--- src/rtl/fpall_issue_arbiter.sv ---
// Round-robin issue arbiter sharing one pipelined FP unit among N requesters.
// A format change drains the unit before the new format is issued.
module fpall_issue_arbiter #(
   parameter int N_REQ = 4,
   parameter int LAT   = 3,
   parameter int IDW   = 2
) (
   input  logic                 clk,
   input  logic                 rst,
   input  logic [N_REQ-1:0]     req_valid,
   output logic [N_REQ-1:0]     req_ready,
   input  logic [2*N_REQ-1:0]   req_opcode,
   input  logic [N_REQ-1:0]     req_fmt,
   input  logic [32*N_REQ-1:0]  req_x,
   input  logic [32*N_REQ-1:0]  req_y,
   output logic [1:0]           fpu_opcode,
   output logic                 fpu_fmt,
   output logic [31:0]          fpu_x,
   output logic [31:0]          fpu_y,
   input  logic [31:0]          fpu_r,
   output logic                 resp_valid,
   output logic [IDW-1:0]       resp_id,
   output logic [31:0]          resp_r,
   output logic                 busy
);

   typedef enum logic {RUN, DRAIN} state_t;

   localparam int CW = $clog2(LAT + 2);

   state_t               state;
   state_t               state_nxt;
   logic                 cur_fmt;
   logic                 cur_fmt_nxt;
   logic [IDW-1:0]       rr;
   logic [IDW-1:0]       rr_nxt;
   logic [IDW-1:0]       drain_id;
   logic [IDW-1:0]       drain_id_nxt;
   logic [IDW-1:0]       win_id;
   logic [IDW-1:0]       idx;
   logic                 win_found;
   logic                 grant;
   logic [IDW-1:0]       grant_id;
   logic [LAT:0]         tag_v;
   logic [LAT:0][IDW-1:0] tag_id;
   logic [CW-1:0]        inflight;

   assign inflight = CW'($countones(tag_v));
   assign busy     = (inflight != '0) || (state == DRAIN);

   always_comb begin
      win_found = 1'b0;
      win_id    = '0;
      idx       = '0;
      for (int k = 0; k < N_REQ; k++) begin
         idx = IDW'((int'(rr) + k) % N_REQ);
         if (!win_found && req_valid[idx]) begin
            win_found = 1'b1;
            win_id    = idx;
         end
      end
   end

   always_comb begin
      state_nxt    = state;
      cur_fmt_nxt  = cur_fmt;
      rr_nxt       = rr;
      drain_id_nxt = drain_id;
      grant        = 1'b0;
      grant_id     = win_id;
      unique case (state)
         RUN: begin
            if (win_found) begin
               if (req_fmt[win_id] == cur_fmt || inflight == '0) begin
                  grant = 1'b1;
               end else begin
                  state_nxt    = DRAIN;
                  drain_id_nxt = win_id;
               end
            end
         end
         DRAIN: begin
            grant_id = drain_id;
            // A withdrawn switcher releases the drain immediately.
            if (!req_valid[drain_id]) begin
               state_nxt = RUN;
            end else if (inflight == '0) begin
               grant     = 1'b1;
               state_nxt = RUN;
            end
         end
         default: state_nxt = RUN;
      endcase
      if (grant) begin
         cur_fmt_nxt = req_fmt[grant_id];
         rr_nxt = (int'(grant_id) == N_REQ - 1) ? '0 : grant_id + 1'b1;
      end
   end

   assign req_ready = (grant && !rst) ? (N_REQ'(1) << grant_id) : '0;

   always_ff @(posedge clk) begin
      if (rst) begin
         state      <= RUN;
         cur_fmt    <= 1'b0;
         rr         <= '0;
         drain_id   <= '0;
         tag_v      <= '0;
         tag_id     <= '0;
         fpu_opcode <= '0;
         fpu_fmt    <= 1'b0;
         fpu_x      <= '0;
         fpu_y      <= '0;
         resp_valid <= 1'b0;
         resp_id    <= '0;
         resp_r     <= '0;
      end else begin
         state    <= state_nxt;
         cur_fmt  <= cur_fmt_nxt;
         rr       <= rr_nxt;
         drain_id <= drain_id_nxt;
         tag_v    <= {tag_v[LAT-1:0], grant};
         tag_id   <= {tag_id[LAT-1:0], grant_id};
         fpu_fmt  <= cur_fmt_nxt;
         if (grant) begin
            fpu_opcode <= req_opcode[{grant_id, 1'b0} +: 2];
            fpu_x      <= req_x[{grant_id, 5'd0} +: 32];
            fpu_y      <= req_y[{grant_id, 5'd0} +: 32];
         end else begin
            fpu_opcode <= '0;
            fpu_x      <= '0;
            fpu_y      <= '0;
         end
         resp_valid <= tag_v[LAT];
         if (tag_v[LAT]) begin
            resp_id <= tag_id[LAT];
            resp_r  <= fpu_r;
         end
      end
   end

endmodule

--- config.mk ---
export PLATFORM = sky130hd
export DESIGN_NAME = fpall_issue_arbiter
export DESIGN_NICKNAME = d
export VERILOG_FILES = /design/src/rtl/fpall_issue_arbiter.sv
export SDC_FILE = /design/constraint.sdc
export NUM_CORES = 1
export LEC_CHECK = 0
export BUFFER_PORTS_ARGS = -buffer_cell sky130_fd_sc_hd__buf_2
export CORE_AREA = 2 2 161 163
export CTS_CLUSTER_DIAMETER = 120
export DETAILED_ROUTE_END_ITERATION = 6
export DIE_AREA = 0 0 163 165
export GPL_TIMING_DRIVEN = 0
export PLACE_DENSITY = 0.6
export SLEW_MARGIN = 15
export SYNTH_ARGS = -nofsm -noshare
export SYNTH_HDL_FRONTEND = slang
export SYNTH_SLANG_ARGS = --single-unit
--- constraint.sdc ---
create_clock -name clk -period 4.91 [get_ports clk]
set_input_delay 0.982 -clock clk [delete_from_list [all_inputs] [get_ports clk]]
set_output_delay 0.982 -clock clk [all_outputs]
set_load 0.03 [all_outputs]
==> metrics.cfg, run 1 <==
[detailed_routing]
drc=0
via_per_inst=4.33
dr.pass1.iters=4
wire_per_inst_um=17.4
initialDrtViolationCount=165
detail-route-antenna-nets=0
wl_um=21300
vias=5305

[logic_synthesis]
async_flop_share_pct=0
synthesis.nets=761
synth_area_mm2=0.00556
synth_area_leaders=dfxtp_1 (43%), mux4_2 (27%), and2_1 (8.3%), mux2i_1 (6.3%), nor2_1 (3.0%)
synth-seq-cells=119
synthDominantCellAreaShare_pct=42.8
avgSynthCellArea_um2=12.4
synthCells=448
yosys_warnings=0
synth_top_area_cell=dfxtp_1
synth_edf_count=0
synth-seq-area-share_pct=42.8
ys_types=37
synth_flop_cell=dfxtp_1

[run]
cap_violations=0

[global_route]
overflow=0
grt_max_degree=17
grt_pass1_vias=5432
antenna_found_initial=4
globalRouteTotalUtil_pct=15.7
grt_pass1_wl_um=30700

[timing]
slew-limit-headroom_pct=32.8
drv_slew=0
rsz0062_at_grt=false
worst_clock_skew_ns=0.0174
post-route-min-period_ns=4.69
fin_ws_ns=0.215
fmax_ghz=0.213
hold_violations=0
finalSetupViolCount=0
worstMarginPinSlew_ns=1.01
whs_ns=0.439
period_share_pct=95.6
fin_setup_tns_ns=0

[place]
place_ws_ns=-0.740
io_buffers=411
place_congestion=0.910
hpwl_um=17400

[floorplan]
initial_core_util_pct=22.2
io_pins=413
die_area_mm2=0.0269
core-area_mm2=0.0250
die_h_um=165
placementRows=58
die_w_um=163

[cts]
cts.path.max_buffers=2
cts.clk_slew.worst_paths_ns=0.06
cts_tree=done
cts_inserted_buffers=17
clk_latency_ns=0.42
cts_root_buf=clkbuf_16
h-tree-depth=4
cts.sinks=119
holdBufCountCts=0

[pwr]
p_switching_mw=2.17
p_per_area_mw_per_mm2=629
power_leakage_nw=4.12
peakVddDrop_mv=0.266
power_frac_clock_pct=25.1
sequentialPowerShare_pct=25.0
p_int_mw=3.31
p_comb_share_pct=50.0
p_sw_share_pct=39.6

[critical_path]
arrival_ns=3.71
path_class=reg2out
startpoint_type=flip-flop
required_ns=3.93
cp_max_fo=10
endpoint_kind=output port

[final_layout]
syn_to_final_growth_pct=56.6
final_nets=1192
drive_above_1_share_pct=59.0
utilization_pct=34.8

[min_path]
min_path_type=reg2reg

[status]
outcome=finished, final reports clean

[registers in the layout, indices dropped and copies added (netlist names)]
register,flops
cur_fmt,1
rr,2
tag_v,4
fpu_opcode,2
drain_id,2
fpu_y,32
resp_id,2
resp_r,32
state,1
tag_id,8
resp_valid,1
fpu_x,32
[layout make-up]
| cell class | instances | area [um^2] |
|---|---|---|
| well taps | 330 | 413 |
| inverters | 8 | 30.0 |
| diodes | 3 | 7.51 |
| clock buffers | 19 | 453 |
| multi-input cells | 290 | 2980 |
| repair buffers | 413 | 2070 |
| flip-flops and latches | 119 | 2390 |
| fillers | 2579 | 16300 |
| clock inverters | 13 | 191 |
| plain buffers | 30 | 175 |
[power groups by stage]
stage / sequential, mW / clock (mW) / combinational [mW]
global placement: 1.38 / 0 / 2.77
CTS: 1.37 / 1.42 / 2.81
finish: 1.37 / 1.37 / 2.74
detailed placement: 1.39 / 0 / 2.79
floorplan: 1.95 / 0 / 1.36
global route: 1.40 / 1.46 / 2.96
[final timing paths]
check        startpoint      endpoint  slack, ns  cells after the start
max            tag_v[3]  req_ready[1]       0.22                     13
min           tag_id[4]     tag_id[6]       0.44                      1
max reg2reg    tag_v[3]     fpu_x[29]       1.48                     13
min reg2reg   tag_id[4]     tag_id[6]       0.44                      1
[Yosys cell counts (2+ instances only)]
library cell / number
or3_1: 2
o21ai_0: 8
and2_1: 74
and3_1: 2
mux4_2: 67
mux2i_1: 35
or4_1: 3
nand2_1: 10
nand3_1: 2
inv_1: 7
ha_1: 6
a21boi_0: 2
nor3_1: 2
dfxtp_1: 119
clkbuf_1: 18
buf_1: 6
nor2_1: 44
buf_6: 7
nor2b_1: 12
a21oi_1: 5
[cells by family (layout without fill, tap and decap cells)]
group	after synthesis	after routing	share of synthesized area, %
buf+inv	39	483	3.58
mux	103	103	33.7
flops	119	119	42.8
fa+ha+maj	7	7	1.71
compound gates	25	25	2.99
other cells	0	3	0
simple gates	155	155	15.2
[cell usage in the layout (no fill, tap or decap), types with 2 or more instances in the layout]
| cell type | instances |
|---|---|
| inv_1 | 7 |
| buf_1 | 6 |
| clkbuf_16 | 17 |
| and3_1 | 2 |
| clkinv_4 | 2 |
| a21oi_1 | 5 |
| or4_1 | 3 |
| clkbuf_1 | 16 |
| clkinvlp_4 | 3 |
| diode_2 | 3 |
| o21ai_0 | 8 |
| nand3_1 | 2 |
| nor3_1 | 2 |
| clkbuf_8 | 3 |
| nand2_1 | 10 |
| ha_1 | 6 |
| or3_1 | 2 |
| and2_1 | 74 |
| buf_4 | 2 |
| buf_2 | 411 |
| dfxtp_1 | 118 |
| nor2b_1 | 12 |
| mux4_2 | 67 |
| bufinv_16 | 4 |
| buf_6 | 7 |
| nor2_1 | 44 |
| a21boi_0 | 2 |
| inv_6 | 3 |
| mux2i_1 | 35 |
[metal layers]
metal	part of all wire, %	wire [um]	GRT usage, %	vias to the layer above
met4	1.6	348	4.75	4
met5	0.13	27	0	-
met3	9.5	2030	6.48	26
li1	-	-	-	2491
met2	50	10600	27.1	264
met1	39	8320	17.8	2520
[worst max-delay path, stage by stage (launching register included)]
cell	delay, ns
dfxtp_4	0.42
clkbuf_8	0.22
inv_1	0.09
fa_1	0.48
inv_1	0.04
ha_1	0.17
ha_1	0.28
or3_1	0.39
and2_1	0.18
mux2_4	0.31
nor3_4	0.23
buf_6	0.17
and2_1	0.12
buf_2	0.21
[per-stage QoR]
step	std cells	power, mW	cell area [um^2]
5_1_grt	1223	5.83	8710
3_3_place_gp	1189	4.15	8030
6_report	1225	5.48	8710
2_1_floorplan	448	3.31	5560
3_5_place_dp	1189	4.17	8030
4_1_cts	1222	5.60	8700
[what timing repair did]
item,CTS,global route
setup endpoints to repair,4,3
pin swaps,1,0
buffers inserted,2,0
resized for setup,5,1
Note: power is estimated with default switching activity, not from simulation.
==> run 2, diff against run 1 <==
--- a/config.mk
+++ b/config.mk
@@ -6,12 +6,14 @@
 export NUM_CORES = 1
 export LEC_CHECK = 0
 export BUFFER_PORTS_ARGS = -buffer_cell sky130_fd_sc_hd__buf_2
-export CORE_AREA = 2 2 161 163
+export CELL_PAD_IN_SITES_DETAIL_PLACEMENT = 1
+export CELL_PAD_IN_SITES_GLOBAL_PLACEMENT = 1
+export CORE_AREA = 2 2 159 161
 export CTS_CLUSTER_DIAMETER = 120
 export DETAILED_ROUTE_END_ITERATION = 6
-export DIE_AREA = 0 0 163 165
+export DIE_AREA = 0 0 161 163
 export GPL_TIMING_DRIVEN = 0
-export PLACE_DENSITY = 0.6
+export PLACE_DENSITY = 0.76
 export SLEW_MARGIN = 15
 export SYNTH_ARGS = -nofsm -noshare
 export SYNTH_HDL_FRONTEND = slang
==> run 2 against run 1 <==
Count of clock-buffer cells in the layout shrank 1. Flip-flop and latch count did not move. Sequential share of layout area increased by 0.095 points. Wire length up 4.0%. Clock power fell by 7%. Sequential power hardly changed. Global-route usage is 1.2 points higher. Non-clock buffer count grew 1. First-iteration DRC count up 2.4%. Largest cell class unchanged. Highest routed layer unchanged.
==> metrics.cfg, run 2 (same netlist as run 1, synthesis figures left out) <==
[timing]
drv_slew=0  ; unchanged
worstMarginPinSlew_ns=1.03  ; +0.0255 ns
worst_clock_skew_ns=0.0116  ; -0.00581 ns
fin_ws_ns=0.221  ; +0.00637 ns
post-route-min-period_ns=4.69  ; -0.00637 ns
rsz0062_at_grt=false
hold_violations=0  ; unchanged
period_share_pct=95.5  ; -0.13 points
fmax_ghz=0.213  ; +0.14%
fin_setup_tns_ns=0  ; unchanged
slew-limit-headroom_pct=31.1  ; -1.7 points
finalSetupViolCount=0  ; unchanged

[critical_path]
cp_max_fo=10  ; unchanged
startpoint_type=flip-flop
path_class=reg2out
endpoint_kind=output port
required_ns=3.93  ; about the same
arrival_ns=3.71  ; about the same

[detailed_routing]
initialDrtViolationCount=169  ; +2.4%
dr.pass1.iters=4  ; unchanged
wire_per_inst_um=18.1  ; +3.9%
drc=0  ; unchanged
detail-route-antenna-nets=0  ; unchanged
vias=5386  ; +1.5%
via_per_inst=4.39  ; +1.4%
wl_um=22200  ; +4.0%

[run]
cap_violations=0  ; unchanged

[pwr]
p_per_area_mw_per_mm2=624  ; -0.82%
sequentialPowerShare_pct=25.3  ; +0.3 points
p_sw_share_pct=40.7  ; +1.1 points
power_leakage_nw=4.11  ; -0.33%
power_frac_clock_pct=23.4  ; -1.7 points
p_comb_share_pct=51.3  ; +1.3 points
p_switching_mw=2.21  ; +1.6%
p_int_mw=3.21  ; -3.0%
peakVddDrop_mv=0.234  ; -12%

[global_route]
overflow=0  ; unchanged
antenna_found_initial=2  ; -2
grt_max_degree=17  ; unchanged
globalRouteTotalUtil_pct=17.0  ; +1.2 points
grt_pass1_wl_um=33300  ; +8.5%
grt_pass1_vias=5940  ; +9.4%

[floorplan]
die_w_um=161  ; -1.2%
initial_core_util_pct=22.5  ; +0.33 points
die_h_um=163  ; -1.2%
io_pins=413  ; unchanged
die_area_mm2=0.0262  ; -2.4%
core-area_mm2=0.0247  ; -1.4%
placementRows=58  ; unchanged

[status]
outcome=finished, final reports clean

[cts]
holdBufCountCts=0  ; unchanged
cts_tree=done
cts.sinks=119  ; unchanged
cts.clk_slew.worst_paths_ns=0.06  ; about the same
clk_latency_ns=0.41  ; about the same
cts.path.max_buffers=2  ; unchanged
cts_root_buf=clkbuf_16
h-tree-depth=4  ; unchanged
cts_inserted_buffers=17  ; unchanged

[final_layout]
drive_above_1_share_pct=59.1  ; +0.16 points
stdcell_count=1226  ; +0.082%
syn_to_final_growth_pct=56.1
top_regs=fpu_x (32), fpu_y (32), resp_r (32)
final_nets=1193  ; +0.084%
final_cell_mix=buf_2 (411), dfxtp_1 (118), and2_1 (74)
final_common_cell=buf_2
fin_area_mm2=0.00868  ; -0.34%

[min_path]
min_path_type=reg2reg

[place]
place_ws_ns=-0.755  ; -0.0156 ns
io_buffers=411  ; unchanged
dp.cells=1189  ; unchanged
placed_cell_area_mm2=0.00803  ; unchanged
place_congestion=0.837  ; -8.0%
hpwl_um=18300  ; +5.0%

-- run 2: changes by cell type in the layout (fill, tap and decap cells not counted) --
cell,delta
bufinv_16,-2
nor3_2,+1
clkbuf_8,-2
inv_6,+3
buf_8,+1
nor3_1,-1
buf_4,+1
clkinv_2,-1
clkinv_4,+1
-- run 2: cell type report --
class                   count  area [um^2]
clock inverters            14          161
clock buffers              18          439
well taps                 330          413
diodes                      3         7.51
multi-input cells         290         2990
flip-flops and latches    119         2390
repair buffers            414         2080
plain buffers              30          176
inverters                   8         30.0
fillers                  2905        16000
-- run 2: what timing repair did --
action                     in CTS  in global routing
setup endpoints to repair       4                  3
pin swaps                       1                  1
gates resized for setup         5                  3
cloned                          0                  0
buffers inserted                2                  1
-- run 2: worst paths after layout --
check | startpoint | to | slack, ns | depth (start not counted)
worst min-delay path | tag_id[1] | tag_id[3] | 0.44 | 1
worst max register to register | tag_v[3] | fpu_opcode[0] | 1.46 | 13
worst max-delay path | tag_v[3] | req_ready[1] | 0.22 | 13
worst min register to register | tag_id[1] | tag_id[3] | 0.44 | 1
-- run 2: metrics by stage --
step	hold WS, ns	utilization (%)	power, mW
after floorplan	0.414	-	3.31
after global placement	0.417	32.6	4.15
after detailed placement	0.426	32.6	4.19
after CTS	0.446	35.1	5.51
after global routing	0.459	35.2	5.76
final	0.440	35.2	5.42
-- run 2: per-layer routing --
metal,vias up,part of all wire [%],GRT usage (%)
met5,-,0.072,0
met4,2,1.5,5.11
met3,22,7.1,5.45
met2,247,52,30.1
met1,2623,40,19.6
li1,2492,-,-
-- run 2: power groups by stage --
stage               Clock (mW)  Combinational, mW  Sequential, mW
global route              1.36               2.99            1.40
finish                    1.27               2.78            1.37
floorplan                    0               1.36            1.95
CTS                       1.31               2.82            1.37
global placement             0               2.77            1.38
detailed placement           0               2.80            1.39
-- run 2: critical path: stages (launching register included) --
cell	delay [ns]
dfxtp_4	0.43
buf_8	0.18
inv_1	0.08
fa_1	0.47
inv_1	0.04
ha_1	0.17
ha_1	0.29
or3_1	0.39
and2_1	0.18
mux2_4	0.32
nor3_4	0.25
buf_6	0.17
and2_1	0.12
buf_2	0.21
==> run 3, diff against run 2 <==
--- a/config.mk
+++ b/config.mk
@@ -13,7 +13,7 @@
 export DETAILED_ROUTE_END_ITERATION = 6
 export DIE_AREA = 0 0 161 163
 export GPL_TIMING_DRIVEN = 0
-export PLACE_DENSITY = 0.76
+export PLACE_DENSITY_LB_ADDON = 0.1
 export SLEW_MARGIN = 15
 export SYNTH_ARGS = -nofsm -noshare
 export SYNTH_HDL_FRONTEND = slang
==> run 3 against run 2 <==
First-iteration DRC count down 9.5%. Cell area up 1.2%. Sequential power about the same. Global-route usage up 1.7 points. Register-to-register slack better by 0.16 ns. Sequential share of layout area down 0.32 points. Core utilization up 0.42 points. Count of clock-buffer cells in the layout up 1. Power up 2.1%. Clock power up 9%. Critical path depth down 3.
==> metrics.cfg, run 3 (same netlist as run 1, synthesis figures left out) <==
[final_layout]
drive_above_1_share_pct=59.1  ; about the same
top_regs=fpu_x (32), fpu_y (32), resp_r (32)
syn_to_final_growth_pct=58.0
regArea_mm2=0.00239  ; unchanged
final_common_cell=buf_2
stdcell_count=1235  ; +0.73%
multi_input_area_mm2=0.00298  ; -0.17%
nFillCells=2891  ; -0.48%
final_cell_mix=buf_2 (409), dfxtp_1 (118), and2_1 (74)
fin_area_mm2=0.00878  ; +1.2%
final_nets=1200  ; +0.59%

[min_path]
min_path_type=reg2reg
worstHoldStart=tag_id[4]
holdPathEnd=tag_id[6]
whs_path_depth=1  ; unchanged

[global_route]
grt_max_degree=17  ; unchanged
grt_pass1_wl_um=36000  ; +8.2%
grt_pass1_vias=6034  ; +1.6%
overflow=0  ; unchanged
globalRouteTotalUtil_pct=18.6  ; +1.7 points
antenna_found_initial=9  ; +7

[pwr]
sequentialPowerShare_pct=24.8  ; -0.5 points
peakVddDrop_mv=0.180  ; -23%
p_comb_share_pct=50.2  ; -1.1 points
p_per_area_mw_per_mm2=630  ; +0.93%
p_switching_mw=2.18  ; -1.2%
p_sw_share_pct=39.4  ; -1.3 points
power_leakage_nw=4.16  ; +1.4%
power_frac_clock_pct=25.0  ; +1.6 points
p_int_mw=3.35  ; +4.4%

[timing]
fin_setup_tns_ns=0  ; unchanged
worst_clock_skew_ns=0.00847  ; -0.00311 ns
drv_slew=0  ; unchanged
slew-limit-headroom_pct=34.8  ; +3.7 points
post-route-min-period_ns=4.53  ; -0.157 ns
finalSetupViolCount=0  ; unchanged
period_share_pct=92.3  ; -3.2 points
fmax_ghz=0.221  ; +3.5%
hold_violations=0  ; unchanged
fin_ws_ns=0.378  ; +0.157 ns
rsz0062_at_grt=false
worstMarginPinSlew_ns=0.978  ; -0.0553 ns

[critical_path]
rr_endpoint=fpu_x[24]
endpoint_kind=output port
cp_max_fo=11  ; +1
cpPeakStageDelay_ns=0.64  ; +0.17 ns
worst-path-buf-inv=4  ; -1
r2r.worst_path.cells=13  ; unchanged
path_class=in2out
arrival_ns=3.55  ; -0.16 ns
slowest_stage=clkbuf_1
r2r_start=tag_v[3]
reg2reg_slack_ns=1.62  ; +0.16 ns
crit_path_cell_trace=buf_2, nor2b_1, o21ai_0, nand2_1, o21ai_2, clkbuf_1, inv_1, ha_1, and2_1, clkbuf_4
critPathTopFamily=buffers and inverters
path_depth=10  ; -3
required_ns=3.93  ; about the same
startpoint_type=primary input

[detailed_routing]
dr.pass1.iters=4  ; unchanged
wire_per_inst_um=19.9  ; +10%
via_per_inst=4.36  ; -0.82%
vias=5381  ; -0.093%
detail-route-antenna-nets=0  ; unchanged
drc=0  ; unchanged
wl_um=24600  ; +11%
initialDrtViolationCount=153  ; -9.5%

[cts]
cts_inserted_buffers=17  ; unchanged
cts.clk_slew.worst_paths_ns=0.06  ; about the same
cts_tree=done
cts_root_buf=clkbuf_16
holdBufCountCts=0  ; unchanged
h-tree-depth=4  ; unchanged
cts.sinks=119  ; unchanged
clk_latency_ns=0.41  ; about the same
cts.path.max_buffers=2  ; unchanged

[place]
placed_cell_area_mm2=0.00803  ; unchanged
hpwl_um=21000  ; +15%
dp.cells=1189  ; unchanged
place_ws_ns=-0.661  ; +0.0937 ns
place_congestion=0.961  ; +15%
io_buffers=411  ; unchanged

[floorplan]
initial_core_util_pct=22.5  ; unchanged
placementRows=58  ; unchanged
core-area_mm2=0.0247  ; unchanged
die_w_um=161  ; unchanged
die_area_mm2=0.0262  ; unchanged
die_h_um=163  ; unchanged
io_pins=413  ; unchanged

[run]
cap_violations=0  ; unchanged

[status]
outcome=finished, final reports clean

-- run 3: cell count changes in the layout (fill, tap and decap cells not counted), moves of 2 or more --
cell | before | now
buf_2 | 411 | 409
bufinv_16 | 2 | 5
clkbuf_4 | 0 | 2
diode_2 | 3 | 5
inv_6 | 6 | 2
buf_4 | 3 | 11
clkbuf_1 | 16 | 18
-- run 3: area by class of cell --
cell class                      instances  area share [%]
Tap cell                              330            4.70
Buffer                                 29            1.84
Timing Repair Buffer                  422            24.4
Sequential cell                       119            27.2
Clock buffer                           19            4.93
Multi-Input combinational cell        290            34.0
Antenna cell                            5           0.142
Clock inverter                         13            2.51
Inverter                                8           0.342
-- run 3: worst max-delay path by stage --
stage,startpoint,endpoint
3_5_place_dp,tag_v[3],req_ready[0]
5_1_grt,req_valid[2],req_ready[0]
2_1_floorplan,tag_v[3],req_ready[0]
4_1_cts,tag_v[3],req_ready[0]
6_report,req_valid[0],req_ready[0]
3_3_place_gp,tag_v[3],req_ready[0]
-- run 3: worst reg2reg max path, stage by stage, from the launching register on --
cell and delay [ns]:
dfxtp_4 0.41, inv_1 0.09, fa_1 0.48, inv_1 0.04
ha_1 0.17, ha_1 0.29, or3_1 0.39, and2_1 0.18
mux2_4 0.32, nor3_4 0.25, buf_4 0.16, buf_4 0.14
buf_6 0.15, and2_1 0.15
-- run 3: per-layer routing --
metal / global-route usage [%] / part of all wire (%)
met1: 20.5 / 38
met2: 33.1 / 52
met3: 7.05 / 8.2
met4: 6.37 / 1.7
met5: 0 / 0.19
-- run 3: power groups by stage --
stage,Combinational (mW),Sequential (mW),Clock (mW)
2_1_floorplan,1.36,1.95,0
3_3_place_gp,2.80,1.38,0
3_5_place_dp,2.82,1.38,0
4_1_cts,2.84,1.37,1.43
5_1_grt,3.00,1.40,1.47
6_report,2.78,1.37,1.38
-- run 3: per-stage QoR --
step	total power [mW]	util, %	hold WS (ns)
5_1_grt	5.87	35.6	0.448
3_5_place_dp	4.20	32.6	0.432
6_report	5.53	35.6	0.438
3_3_place_gp	4.18	32.6	0.418
2_1_floorplan	3.31	-	0.414
4_1_cts	5.64	35.3	0.443
-- run 3: timing repair --
| action | in CTS | in global routing |
|---|---|---|
| setup endpoints to repair | 4 | 4 |
| gates resized for setup | 5 | 3 |
| hold endpoints to repair | 0 | 0 |
| setup buffers | 3 | 8 |
| cloned | 0 | 0 |
| pin swaps | 1 | 1 |
